File: src/rtl/alu_pkg.sv
// rtl/alu_pkg.sv - shared FSM states, ALU opcodes and widths for the ALU arbiter
package alu_pkg;

  localparam int DATA_W = 32;
  localparam int OP_W   = 3;

  typedef enum logic [1:0] {
    ST_IDLE = 2'd0,
    ST_EXEC = 2'd1,
    ST_HOLD = 2'd2
  } state_t;

  typedef enum logic [OP_W-1:0] {
    OP_ADD  = 3'b000,
    OP_SUB  = 3'b001,
    OP_AND  = 3'b010,
    OP_OR   = 3'b011,
    OP_XOR  = 3'b100,
    OP_NOR  = 3'b101,
    OP_NAND = 3'b110,
    OP_SLTU = 3'b111
  } alu_op_t;

  // With both requesters pending, the pointer names the one that wins.
  function automatic logic pick_grant(input logic v0, input logic v1, input logic prio);
    if (v0 && v1) begin
      return prio;
    end
    return v1 && !v0;
  endfunction

endpackage

File: src/rtl/alu.sv
// rtl/alu.sv - 32-bit combinational ALU with an operand-equality Zero flag
import alu_pkg::*;

module alu (
  input  logic [DATA_W-1:0] a,
  input  logic [DATA_W-1:0] b,
  input  alu_op_t           op,
  output logic [DATA_W-1:0] result,
  output logic              zero
);

  always_comb begin
    result = '0;
    case (op)
      OP_ADD:  result = a + b;
      OP_SUB:  result = a - b;
      OP_AND:  result = a & b;
      OP_OR:   result = a | b;
      OP_XOR:  result = a ^ b;
      OP_NOR:  result = ~(a | b);
      OP_NAND: result = ~(a & b);
      OP_SLTU: result = {{(DATA_W-1){1'b0}}, (a < b)};
      default: result = '0;
    endcase
  end

  assign zero = (a == b);

endmodule

File: src/rtl/alu_arbiter.sv
// rtl/alu_arbiter.sv - two-requester round-robin front end sharing one ALU
import alu_pkg::*;

module alu_arbiter (
  input  logic              clk,
  input  logic              reset,
  input  logic              req0_valid,
  output logic              req0_ready,
  input  logic [DATA_W-1:0] req0_a,
  input  logic [DATA_W-1:0] req0_b,
  input  logic [OP_W-1:0]   req0_op,
  input  logic              req1_valid,
  output logic              req1_ready,
  input  logic [DATA_W-1:0] req1_a,
  input  logic [DATA_W-1:0] req1_b,
  input  logic [OP_W-1:0]   req1_op,
  output logic              rsp_valid,
  input  logic              rsp_ready,
  output logic [DATA_W-1:0] rsp_result,
  output logic              rsp_zero,
  output logic              rsp_id
);

  state_t            state;
  state_t            next_state;
  logic              prio;
  logic [DATA_W-1:0] a_q;
  logic [DATA_W-1:0] b_q;
  alu_op_t           op_q;
  logic              id_q;

  logic              grant_valid;
  logic              grant_id;
  logic [DATA_W-1:0] alu_result;
  logic              alu_zero;

  alu u_alu (
    .a      (a_q),
    .b      (b_q),
    .op     (op_q),
    .result (alu_result),
    .zero   (alu_zero)
  );

  always_comb begin
    next_state  = state;
    grant_valid = 1'b0;
    grant_id    = 1'b0;
    req0_ready  = 1'b0;
    req1_ready  = 1'b0;
    case (state)
      ST_IDLE: begin
        grant_valid = req0_valid || req1_valid;
        grant_id    = pick_grant(req0_valid, req1_valid, prio);
        if (grant_valid) begin
          next_state = ST_EXEC;
        end
        // Ready is masked during reset so no requester sees a phantom accept.
        req0_ready = grant_valid && !grant_id && !reset;
        req1_ready = grant_valid && grant_id && !reset;
      end
      ST_EXEC: begin
        next_state = ST_HOLD;
      end
      ST_HOLD: begin
        if (rsp_ready) begin
          next_state = ST_IDLE;
        end
      end
      default: begin
        next_state = ST_IDLE;
      end
    endcase
  end

  always_ff @(posedge clk) begin
    if (reset) begin
      state      <= ST_IDLE;
      prio       <= 1'b0;
      a_q        <= '0;
      b_q        <= '0;
      op_q       <= OP_ADD;
      id_q       <= 1'b0;
      rsp_valid  <= 1'b0;
      rsp_result <= '0;
      rsp_zero   <= 1'b0;
      rsp_id     <= 1'b0;
    end else begin
      state <= next_state;
      case (state)
        ST_IDLE: begin
          if (grant_valid) begin
            a_q  <= grant_id ? req1_a : req0_a;
            b_q  <= grant_id ? req1_b : req0_b;
            op_q <= alu_op_t'(grant_id ? req1_op : req0_op);
            id_q <= grant_id;
            prio <= !grant_id;
          end
        end
        ST_EXEC: begin
          rsp_result <= alu_result;
          rsp_zero   <= alu_zero;
          rsp_id     <= id_q;
          rsp_valid  <= 1'b1;
        end
        ST_HOLD: begin
          if (rsp_ready) begin
            rsp_valid <= 1'b0;
          end
        end
        default: begin
          rsp_valid <= 1'b0;
        end
      endcase
    end
  end

endmodule

File: config.mk
export PLATFORM = sky130hd
export DESIGN_NAME = alu_arbiter
export DESIGN_NICKNAME = d
export VERILOG_FILES = /design/src/rtl/alu_pkg.sv /design/src/rtl/alu.sv /design/src/rtl/alu_arbiter.sv
export SDC_FILE = /design/constraint.sdc
export NUM_CORES = 1
export LEC_CHECK = 0
export ABC_AREA = 1
export BUFFER_PORTS_ARGS = -buffer_cell sky130_fd_sc_hd__buf_2
export CORE_AREA = 5 5 148 150
export CTS_BUF_LIST = sky130_fd_sc_hd__clkbuf_4
export CTS_CLUSTER_DIAMETER = 40
export DETAILED_ROUTE_END_ITERATION = 12
export DIE_AREA = 0 0 153 155
export HOLD_SLACK_MARGIN = 0.06
export PLACE_DENSITY = 0.84
export SLEW_MARGIN = 20
export SYNTH_ARGS = -nofsm -noshare
export SYNTH_HDL_FRONTEND = slang
export SYNTH_SLANG_ARGS = --single-unit
File: constraint.sdc
create_clock -name clk -period 1.8 [get_ports clk]
set_input_delay 0.09 -clock clk [delete_from_list [all_inputs] [get_ports clk]]
set_output_delay 0.09 -clock clk [all_outputs]
set_load 0.03 [all_outputs]
==> impl_metrics.env, run 1 <==
export IMPL_post_place_ws_ns=-0.5132
export IMPL_endpoint_type="register input"
export IMPL_dp_hpwl_mm=39.39
export IMPL_synth_area_leaders="nand2_1, dfxtp_1, inv_1"
export IMPL_placementRows=53
export IMPL_ys_seq_elements=106
export IMPL_syn_inst=1927
export IMPL_synth_cell_types=41
export IMPL_synth_avg_cell_area_um2=5.644
export IMPL_error_line="[ERROR GRT-0232] Routing congestion too high. Check the congestion heatmap in the GUI."
export IMPL_port_buffers=175
export IMPL_stop_stage="global routing (5_1_grt)"
export IMPL_grt_usage_pct=82.97
export IMPL_root_buffer="clkbuf_4"
export IMPL_place_gp_congestion=1.049
export IMPL_numCtsBuffers=9
export IMPL_outcome="did not finish"
export IMPL_netlist_area_um2=10880
export IMPL_yosysTopAreaCellShare_pct=22.40
export IMPL_die_height_um=155
export IMPL_dieWidth_um=153
export IMPL_grt_max_degree=63
export IMPL_crit_endpoint="rsp_result[0]$_SDFFE_PP0P_/D"
export IMPL_cts_max_level=3
export IMPL_synth_top_cell_by_area="nand2_1"
export IMPL_yosys_warnings=0
export IMPL_synthesis_nets=2164
export IMPL_cts_sinks=106
export IMPL_ys_seq_area_share_pct=19.51
export IMPL_num_io_pins=176
export IMPL_overflow=187
export IMPL_start_util_pct=52.91
export IMPL_max_clock_path_buffers=2
[metrics by stage]
stage / instances / hold slack, ns / utilization, % / instance area [um^2] / TNS (ns)
after global placement: 2611 / 0.3428 / 71.18 / 14630 / -10.33
after CTS: 2781 / 0.1686 / 83.86 / 17240 / -5.683
after detailed placement: 2611 / 0.3526 / 71.18 / 14630 / -11.66
after floorplan: 1927 / 0.2299 / - / 11320 / -0.03411
[timing repair]
| action | 4_1_cts |
|---|---|
| buffers inserted | 17 |
| pin swaps | 44 |
| resized for setup | 245 |
| gates cloned | 0 |
| endpoints found under the hold margin | 84 |
| hold buffers | 138 |
| setup endpoints to repair | 33 |
[routing by layer]
metal / track usage (%) / GRT overflow
met1: 82.36 / 15
met2: 95.09 / 70
met3: 72.13 / 13
met4: 84.51 / 87
met5: 44.51 / 2
[synth_stat cells]
master,number
nand3_1,119
nand3_2,2
o311ai_1,1
clkinv_1,2
dfxtp_1,106
a41oi_1,4
nand4_1,16
nor2_2,4
o21bai_1,10
o211a_1,1
o21ai_0,61
a211oi_1,18
nor4_1,3
nand2_1,649
clkbuf_1,37
ha_1,96
nor2_4,1
xor2_1,6
and2_1,1
a22oi_1,19
nand3b_1,5
o211ai_1,30
nor3_2,1
o31ai_1,1
a221oi_1,1
inv_2,12
o22ai_1,40
fa_1,2
a31oi_1,11
o21ai_2,1
nor3_1,15
buf_1,2
buf_2,37
inv_1,346
o2111ai_1,2
o221ai_1,2
nor2_1,164
o21ai_1,10
a21oi_1,82
buf_4,5
and3_1,2
[kinds of logic after synthesis]
family          share of synthesized area [%]
simple gates                            36.44
buf+inv                                 15.82
xor+xnor                               0.4831
flops                                   19.51
fa+ha+maj                               11.41
compound gates                          16.34
==> inputs of run 2 (changes only) <==
Settings changed: CORE_AREA 5 5 148 150 to 5 5 171 173, CTS_BUF_LIST sky130_fd_sc_hd__clkbuf_4 to unset, CTS_CLUSTER_DIAMETER 40 to unset, DIE_AREA 0 0 153 155 to 0 0 176 178, HOLD_SLACK_MARGIN 0.06 to unset, PLACE_DENSITY 0.84 to unset, PLACE_DENSITY_LB_ADDON set to 0.15.
Clock period 1.8 ns to 2.3 ns, I/O delays scaled along.
==> impl_metrics.env, run 2 <==
export IMPL_post_synth_top_count_cell="nand2_1"
export IMPL_port_buffers=175
export IMPL_grtUsageMet2_pct=40.85
export IMPL_synth_cell_types=41
export IMPL_nFillCells=2928
export IMPL_finalHoldViolations=0
export IMPL_fin_skew_ns=0.02293
export IMPL_crit_path_frequent_cell="nand2_1"
export IMPL_top_regs="a_q (32), b_q (32), rsp_result (32)"
export IMPL_power_leakage_nw=7.835
export IMPL_synth_edf_count=0
export IMPL_max_cap_viol_count=0
export IMPL_yosys_most_used_dff="dfxtp_1"
export IMPL_synth_avg_cell_area_um2=5.644
export IMPL_cp_required_ns=2.57
export IMPL_antenna_found_initial=0
export IMPL_crit_path_end_kind="flop"
export IMPL_worstPathCellList="inv_1 -> ha_2 -> fa_2 -> inv_2 -> nand2_2 -> nand3_2 -> nand2_1 -> nand2_2 -> nand3_2 -> nand3_1 -> nand2_1 -> nand2_1 -> nand2_1 -> nand2_1 -> a21oi_1"
export IMPL_dieWidth_um=176
export IMPL_cts_sinks=106
export IMPL_r2r_start="a_q[0]"
export IMPL_netlist_area_um2=10880
export IMPL_reg2reg_depth=15
export IMPL_antenna_left=0
export IMPL_final_cell_mix="nand2_1, inv_1, buf_4"
export IMPL_drtIter0Drc=1328
export IMPL_worst_slack_ns=0.1196
export IMPL_tightest_slew_ns=0.6571
export IMPL_yosys_warnings=0
export IMPL_root_buffer="clkbuf_16"
export IMPL_nets=2483
export IMPL_synth_area_leaders="nand2_1, dfxtp_1, inv_1"
export IMPL_antenna_cells=0
export IMPL_period_minus_slack_ns=2.180
export IMPL_start_kind="flop"
export IMPL_max_clock_path_buffers=2
export IMPL_clock_latency_ns=0.39
export IMPL_final_common_cell="nand2_1"
export IMPL_layout_drive_gt1_share_pct=23.23
export IMPL_drc=0
export IMPL_period_share_pct=94.80
export IMPL_drv_slew=0
export IMPL_crit_path_max_incr_delay_ns=0.40
export IMPL_num_io_pins=176
export IMPL_finalSetupViolCount=0
export IMPL_grt_usage_pct=28.79
export IMPL_powerDensity_nw_per_um2=654.6
export IMPL_synthesis_nets=2164
export IMPL_crit_type="flop to flop"
export IMPL_fmax_ghz=0.4586
export IMPL_regToRegSetupSlack_ns=0.12
export IMPL_syn_inst=1927
export IMPL_cpMaxStageDelayCell="fa_2"
export IMPL_vdd_drop_max_mv=0.3548
export IMPL_met1_usage_pct=44.61
export IMPL_grt_setup_unrepaired="yes"
export IMPL_use_met3_pct=5.320
export IMPL_via_count=13370
export IMPL_async_flop_share_pct=0
export IMPL_top_usage_layer="met1"
export IMPL_place_gp_congestion=0.9984
export IMPL_cp_endpoint="rsp_result[0]"
export IMPL_tns_ns=0
export IMPL_worstPathArrival_ns=2.45
export IMPL_placementRows=61
export IMPL_start_util_pct=39.59
export IMPL_grt_max_degree=69
export IMPL_synth_top_cell_by_area="nand2_1"
export IMPL_ys_top_cells_by_count="nand2_1, inv_1, nor2_1"
export IMPL_overflow=0
export IMPL_via_per_inst=5.148
export IMPL_post_place_ws_ns=-0.1348
export IMPL_crit_start="a_q[0]"
export IMPL_yosysTopAreaCellShare_pct=22.40
export IMPL_area_delta_synth_final_pct=32.56
export IMPL_crit_fanout=3
export IMPL_timing_rr_end="rsp_result[0]"
export IMPL_outcome="complete, no violations"
export IMPL_ys_seq_elements=106
export IMPL_numCtsBuffers=9
export IMPL_ys_seq_area_share_pct=19.51
export IMPL_cts_tree="done"
export IMPL_die_area_um2=31330
export IMPL_dp_hpwl_mm=37.07
export IMPL_cts_max_level=3
export IMPL_grt_pass1_wl_mm=70.16
export IMPL_clk_pin_slew_ns=0.11
export IMPL_maxSlewHeadroom_pct=56.13
export IMPL_hp_class="input port to flop"
export IMPL_core_um2=27480
export IMPL_grt_pass1_vias=12530
export IMPL_fin_util_pct=52.47
export IMPL_post_drt_wl_per_cell_um=17.93
export IMPL_die_height_um=178
export IMPL_firstDrtPassIters=8
export IMPL_wl_mm=46.55
-- run 2: cell counts after synthesis --
Identical to the previous run, type by type.
-- run 2: layout make-up --
type / count / area, um^2 / area share [%]
clock buffers: 9 / 225.2 / 1.562
multi-input cells: 1380 / 7569 / 52.49
clock inverters: 7 / 112.6 / 0.7810
flip-flops and latches: 106 / 2128 / 14.76
inverters: 360 / 1351 / 9.373
well taps: 346 / 432.9 / 3.003
repair buffers: 389 / 2599 / 18.02
-- run 2: power by group --
group / total, mW / switching, mW / internal, mW
Combinational: 5.39 / 3.29 / 2.09
Clock: 1.89 / 0.985 / 0.908
Sequential: 2.16 / 0.118 / 2.04
-- run 2: metrics by stage --
| step | hold slack, ns | instance area [um^2] | power (mW) | std cells |
|---|---|---|---|---|
| after floorplan | 0.2624 | 10880 | 5.001 | 1927 |
| after global placement | 0.3784 | 13390 | 7.014 | 2561 |
| after detailed placement | 0.3777 | 13390 | 7.028 | 2561 |
| after CTS | 0.001628 | 13880 | 8.972 | 2587 |
| after global routing | 0.01780 | 14420 | 10.02 | 2597 |
| final | 0.01328 | 14420 | 9.438 | 2597 |
-- run 2: worst min path at each step --
| stage | startpoint | to | slack (ns) | cells past startpoint |
|---|---|---|---|---|
| 4_1_cts | req0_a[23] | a_q[23] | 0.002 | 3 |
| 2_1_floorplan | req0_a[0] | a_q[0] | 0.26 | 2 |
| 6_report | req0_a[28] | a_q[28] | 0.01 | 3 |
| 3_5_place_dp | req0_b[20] | b_q[20] | 0.38 | 3 |
| 3_3_place_gp | req0_a[3] | a_q[3] | 0.38 | 3 |
| 5_1_grt | req1_a[0] | a_q[0] | 0.02 | 3 |
-- run 2: logic make-up after synthesis --
| logic type | after synthesis | synth area share, % |
|---|---|---|
| buffers and inverters | 441 | 15.82 |
| XOR/XNOR | 6 | 0.4831 |
| AND/OR/NAND/NOR | 982 | 36.44 |
| AO/OA/AOI/OAI | 294 | 16.34 |
| flip-flops | 106 | 19.51 |
| adder cells (fa/ha/maj) | 98 | 11.41 |
-- run 2: timing repair --
action | in CTS | in global routing
setup endpoints to repair | 14 | 26
cloned | 0 | 0
buffers inserted | 0 | 10
resized for setup | 19 | 111
pin swaps | 0 | 14
endpoints found under the hold margin | 9 | 0
hold buffers | 10 | 0
-- run 2: per-layer routing --
| metal | share of wire, % | wire [um] |
|---|---|---|
| met1 | 49 | 22830 |
| met2 | 40 | 18410 |
| met3 | 9.7 | 4516 |
| met4 | 1.7 | 792 |
| met5 | 0 | 0 |
-- run 2: critical path: cells and delay by family, from the launching register on --
family / cells / cell delay [ns]
flops: 1 / 0.36
compound gates: 1 / 0.06
simple gates: 10 / 0.89
fa+ha+maj: 2 / 0.60
buf+inv: 2 / 0.16
Power figures use the tool's default switching activity.
==> inputs of run 3 (changes only) <==
Settings changed: MAX_ROUTING_LAYER set to met4.
==> impl_metrics.env, run 3 (synthesized netlist as in run 2, its figures left out) <==
export IMPL_layout_drive_gt1_share_pct=23.75
export IMPL_grt_max_degree=63
export IMPL_period_share_pct=95.45
export IMPL_drtIter0Drc=1298
export IMPL_final_area_um2=14460
export IMPL_placementRows=61
export IMPL_overflow=0
export IMPL_antenna_cells=0
export IMPL_outcome="complete, no violations"
export IMPL_vdd_drop_max_mv=0.3933
export IMPL_period_minus_slack_ns=2.195
export IMPL_numCtsBuffers=9
export IMPL_fmax_ghz=0.4555
export IMPL_placed_cell_area_um2=13480
export IMPL_cp_required_ns=2.58
export IMPL_top_regs="a_q (32), b_q (32), rsp_result (32)"
export IMPL_start_util_pct=39.59
export IMPL_via_count=13370
export IMPL_tightest_slew_ns=0.5863
export IMPL_crit_type="flop to flop"
export IMPL_cts_sinks=106
export IMPL_dp_hpwl_mm=38.18
export IMPL_via_per_inst=5.144
export IMPL_place_gp_congestion=1.028
export IMPL_powerDensity_nw_per_um2=654.0
export IMPL_crit_path_end_kind="flop"
export IMPL_crit_buf_inv=2
export IMPL_final_common_cell="nand2_1"
export IMPL_crit_path_max_incr_delay_ns=0.37
export IMPL_grt_usage_pct=30.34
export IMPL_start_kind="flop"
export IMPL_crit_fanout=4
export IMPL_wl_mm=46.96
export IMPL_die_height_um=178
export IMPL_antenna_left=0
export IMPL_tns_ns=0
export IMPL_grt_pass1_vias=12570
export IMPL_area_delta_synth_final_pct=32.96
export IMPL_port_buffers=175
export IMPL_hp_class="input port to flop"
export IMPL_power_leakage_nw=7.853
export IMPL_cpMaxStageDelayCell="dfxtp_1"
export IMPL_crit_family="simple AND/OR/NAND/NOR gates"
export IMPL_grt_setup_unrepaired="yes"
export IMPL_drc=0
export IMPL_nets=2485
export IMPL_root_buffer="clkbuf_16"
export IMPL_antenna_found_initial=0
export IMPL_instances_no_fill=2599
export IMPL_fin_skew_ns=0.02077
export IMPL_firstDrtPassIters=7
export IMPL_dpl_cell_count=2575
export IMPL_grt_pass1_wl_mm=71.65
export IMPL_finalSetupViolCount=0
export IMPL_cts_max_level=3
export IMPL_die_area_um2=31330
export IMPL_worstPathArrival_ns=2.48
export IMPL_drv_slew=0
export IMPL_num_io_pins=176
export IMPL_clk_pin_slew_ns=0.11
export IMPL_clock_latency_ns=0.38
export IMPL_power_mw=9.458
export IMPL_post_drt_wl_per_cell_um=18.07
export IMPL_final_cell_mix="nand2_1, inv_1, buf_4"
export IMPL_finalHoldViolations=0
export IMPL_maxSlewHeadroom_pct=60.86
export IMPL_dieWidth_um=176
export IMPL_core_um2=27480
export IMPL_cts_tree="done"
export IMPL_worstPathCellList="inv_1 -> ha_1 -> buf_4 -> a21oi_2 -> nand2_1 -> o21bai_1 -> a21oi_2 -> nand3_1 -> nand3_1 -> nand2_1 -> nor2_1 -> nor2_1"
export IMPL_max_clock_path_buffers=2
export IMPL_nFillCells=2922
export IMPL_max_cap_viol_count=0
[run 3: path summary, 6_finish.rpt]
path / from / endpoint / slack [ns] / cells past startpoint
setup / recovery: a_q[26] / rsp_result[27] / 0.10 / 12
hold / removal: req0_b[3] / b_q[3] / 0.02 / 5
setup reg to reg: a_q[26] / rsp_result[27] / 0.10 / 12
hold reg to reg: rsp_result[1] / rsp_result[1] / 0.48 / 2
[run 3: where the power goes]
group	internal, mW	switching, mW
Sequential	2.04	0.124
Combinational	2.08	3.31
Clock	0.909	0.986
[run 3: layout make-up]
cell class                      instances  area, um^2  area share, %
Tap cell                              346       432.9          2.994
Sequential cell                       106        2128          14.72
Inverter                              360        1351          9.344
Clock buffer                            9       225.2          1.557
Timing Repair Buffer                  391        2595          17.94
Clock inverter                          7       112.6         0.7787
Multi-Input combinational cell       1380        7616          52.66
[run 3: through the flow]
step / setup WS [ns] / utilization (%) / hold WS (ns)
floorplan: 0.3292 / - / 0.2624
global placement: -0.09218 / 49.05 / 0.3770
detailed placement: -0.1185 / 49.05 / 0.3780
CTS: -0.0005576 / 50.71 / 0.008625
global route: -0.008265 / 52.63 / 0.01876
finish: 0.1046 / 52.63 / 0.01563
[run 3: worst reg2reg max path, stage by stage (launching register included)]
cell	delay, ns
dfxtp_1	0.37
inv_1	0.08
ha_1	0.35
buf_4	0.19
a21oi_2	0.19
nand2_1	0.12
o21bai_1	0.20
a21oi_2	0.14
nand3_1	0.08
nand3_1	0.09
nand2_1	0.12
nor2_1	0.14
nor2_1	0.05
[run 3: routing by layer]
layer  vias to the layer above  wire [um]  track usage, %
li1                       6678          -               -
met4                         0        738           6.140
met5                         -          0               -
met2                       630      18230           40.82
met3                        48       4523           4.939
met1                      6014      23470           47.13
[run 3: repair_timing]
item,CTS,global route
resized for setup,19,120
setup endpoints to repair,13,23
setup buffers,0,2
hold endpoints to repair,6,0
hold buffers,6,0
pin swaps,0,10
cloned,0,0
==> inputs of run 4 (changes only) <==
Settings changed: ABC_AREA 1 to unset, CORE_AREA 5 5 171 173 to 5 5 185 187, DIE_AREA 0 0 176 178 to 0 0 190 192.
==> impl_metrics.env, run 4 <==
export IMPL_wl_mm=49.07
export IMPL_nFillCells=3162
export IMPL_placed_cell_area_um2=13740
export IMPL_period_share_pct=128.8
export IMPL_crit_fanout=4
export IMPL_cts_sinks=106
export IMPL_yosys_warnings=0
export IMPL_die_area_um2=36480
export IMPL_yosysTopAreaCellShare_pct=22.19
export IMPL_power_leakage_nw=7.205
export IMPL_nets=2129
export IMPL_ys_top_cells_by_count="nor2_1, nand2_1, a21oi_1"
export IMPL_cts_max_level=3
export IMPL_hp_class="input port to flop"
export IMPL_reg2reg_depth=12
export IMPL_grt_pass1_wl_mm=72.26
export IMPL_period_minus_slack_ns=2.963
export IMPL_port_buffers=175
export IMPL_numCtsBuffers=9
export IMPL_top_regs="a_q (32), b_q (32), rsp_result (32)"
export IMPL_synth_avg_cell_area_um2=7.282
export IMPL_instances_no_fill=2340
export IMPL_netlist_area_um2=9562
export IMPL_holdPathEnd="op_q[1]"
export IMPL_outcome="finished with violations"
export IMPL_hold_depth=3
export IMPL_syn_inst=1313
export IMPL_post_synth_top_count_cell="nor2_1"
export IMPL_finalSetupViolCount=25
export IMPL_start_kind="flop"
export IMPL_clock_latency_ns=0.39
export IMPL_dp_hpwl_mm=37.07
export IMPL_ys_seq_elements=106
export IMPL_fin_util_pct=50.06
export IMPL_maxSlewHeadroom_pct=33.77
export IMPL_core_um2=32290
export IMPL_layout_drive_gt1_share_pct=39.59
export IMPL_worstPathArrival_ns=3.25
export IMPL_cpMaxStageDelayCell="or4b_4"
export IMPL_synth_area_leaders="dfxtp_1, ha_1, nor2_1"
export IMPL_max_clock_path_buffers=2
export IMPL_antenna_found_initial=2
export IMPL_violations="negative setup slack"
export IMPL_regToRegSetupSlack_ns=-0.66
export IMPL_cp_required_ns=2.58
export IMPL_synth_edf_count=0
export IMPL_fmax_ghz=0.3375
export IMPL_tightest_slew_ns=0.9933
export IMPL_area_delta_synth_final_pct=69.04
export IMPL_start_util_pct=29.61
export IMPL_final_area_um2=16160
export IMPL_final_cell_mix="buf_4, buf_2, nor2_1"
export IMPL_crit_path_max_incr_delay_ns=0.59
export IMPL_tns_ns=-12.13
export IMPL_grt_pass1_vias=12200
export IMPL_overflow=0
export IMPL_post_place_ws_ns=-0.7627
export IMPL_drv_slew=0
export IMPL_place_gp_congestion=0.9589
export IMPL_crit_type="flop to flop"
export IMPL_crit_path_end_kind="flop"
export IMPL_switching_share_pct=43.47
export IMPL_async_flop_share_pct=0
export IMPL_dieWidth_um=190
export IMPL_max_cap_viol_count=0
export IMPL_synthesis_nets=1550
export IMPL_whs_ns=0.01898
export IMPL_switchingPower_mw=4.563
export IMPL_p_clk_share_pct=16.0
export IMPL_finalHoldViolations=0
export IMPL_num_io_pins=176
export IMPL_pwr_share_seq_pct=21.0
export IMPL_grt_setup_unrepaired="yes"
export IMPL_clk_pin_slew_ns=0.09
export IMPL_dpl_cell_count=2191
export IMPL_grt_usage_pct=26.35
export IMPL_antenna_left=0
export IMPL_worst_slack_ns=-0.6629
export IMPL_grt_max_degree=40
export IMPL_cell_internal_pwr_mw=5.934
export IMPL_final_common_cell="buf_4"
export IMPL_firstDrtPassIters=9
export IMPL_timing_rr_end="rsp_result[20]"
export IMPL_powerDensity_nw_per_um2=649.5
export IMPL_synth_top_cell_by_area="dfxtp_1"
export IMPL_r2r_start="b_q[0]"
export IMPL_vdd_drop_max_mv=0.4418
export IMPL_drtIter0Drc=999
export IMPL_die_height_um=192
export IMPL_placementRows=66
export IMPL_root_buffer="clkbuf_16"
export IMPL_drc=0
export IMPL_yosys_most_used_dff="dfxtp_1"
export IMPL_min_from="req1_op[1]"
export IMPL_combPwrFrac_pct=63.0
export IMPL_cts_tree="done"
export IMPL_worstPathCellList="ha_4 -> inv_2 -> fa_2 -> nor2b_4 -> o21a_1 -> or4b_4 -> a2111oi_4 -> nor3_4 -> and4_1 -> a211oi_2 -> o221ai_1 -> a22o_1"
export IMPL_synth_cell_types=72
export IMPL_ys_seq_area_share_pct=22.19
export IMPL_post_drt_wl_per_cell_um=20.97
export IMPL_via_per_inst=5.330
export IMPL_via_count=12470
export IMPL_power_mw=10.50
export IMPL_fin_skew_ns=0.01716
-- run 4: changes by cell type after synthesis, moves of 14 or more --
cell,previous run,this run
a222oi_1,0,38
nor4_1,3,17
nor2b_1,0,14
o22ai_1,40,14
nand2_1,649,125
inv_1,346,97
nand3_1,119,14
o211ai_1,30,12
clkbuf_1,37,83
o221ai_1,2,16
a21oi_1,82,111
buf_2,37,3
nor3_1,15,49
a22oi_1,19,38
-- run 4: power by group through the flow --
stage	combinational (mW)	clock [mW]	sequential (mW)
after CTS	6.07	1.74	2.20
after global routing	7.08	1.79	2.23
after global placement	5.68	0	2.23
final	6.62	1.68	2.20
after detailed placement	5.67	0	2.24
after floorplan	2.82	0	2.36
-- run 4: cells by family after synthesis --
kind of cell               Yosys count  synth area share [%]
xor gates and xnor gates            17                 1.557
muxes                               14                 1.479
adders and majority gates           98                 12.98
and+or+nand+nor                    426                 19.99
AOI/OAI and AO/OA                  459                 34.10
buffers and inverters              193                 7.694
DFF                                106                 22.19
-- run 4: critical path: cells and delay by family, from the launching register on --
family / cells / cell delay (ns)
DFF: 1 / 0.37
adders and majority gates: 2 / 0.38
AOI/OAI and AO/OA: 5 / 1.09
and+or+nand+nor: 4 / 0.96
buffers and inverters: 1 / 0.06
-- run 4: cell type report --
type	count	area [um^2]	share of cell area, %
clock inverters	7	81.33	0.5032
repair buffers	663	5034	31.14
diodes	1	2.502	0.01548
flip-flops and latches	106	2165	13.39
inverters	97	366.6	2.268
well taps	442	553.0	3.422
multi-input cells	1015	7736	47.86
clock buffers	9	225.2	1.393
-- run 4: worst max path at each step --
stage / from / end / slack, ns / cells past startpoint
floorplan: b_q[2] / rsp_result[28] / -0.43 / 12
global placement: b_q[7] / rsp_result[27] / -0.68 / 11
detailed placement: a_q[0] / rsp_result[30] / -0.76 / 13
CTS: b_q[0] / rsp_result[20] / -0.66 / 12
global route: b_q[0] / rsp_result[20] / -0.79 / 12
finish: b_q[0] / rsp_result[20] / -0.66 / 12
-- run 4: repair_timing --
item                                   CTS  global route
endpoints found under the hold margin   59             0
pin swaps                               27            55
setup buffers                            7            19
hold buffers                           110             0
setup endpoints to repair               30            38
resized for setup                       66           108
gates cloned                             0             1
-- run 4: per-layer routing --
layer	wire length [um]	up-vias	global-route usage [%]
met2	22340	483	41.18
met3	2958	65	2.981
met5	0	-	-
met1	22650	5931	36.20
li1	-	5993	-
met4	1124	0	7.346
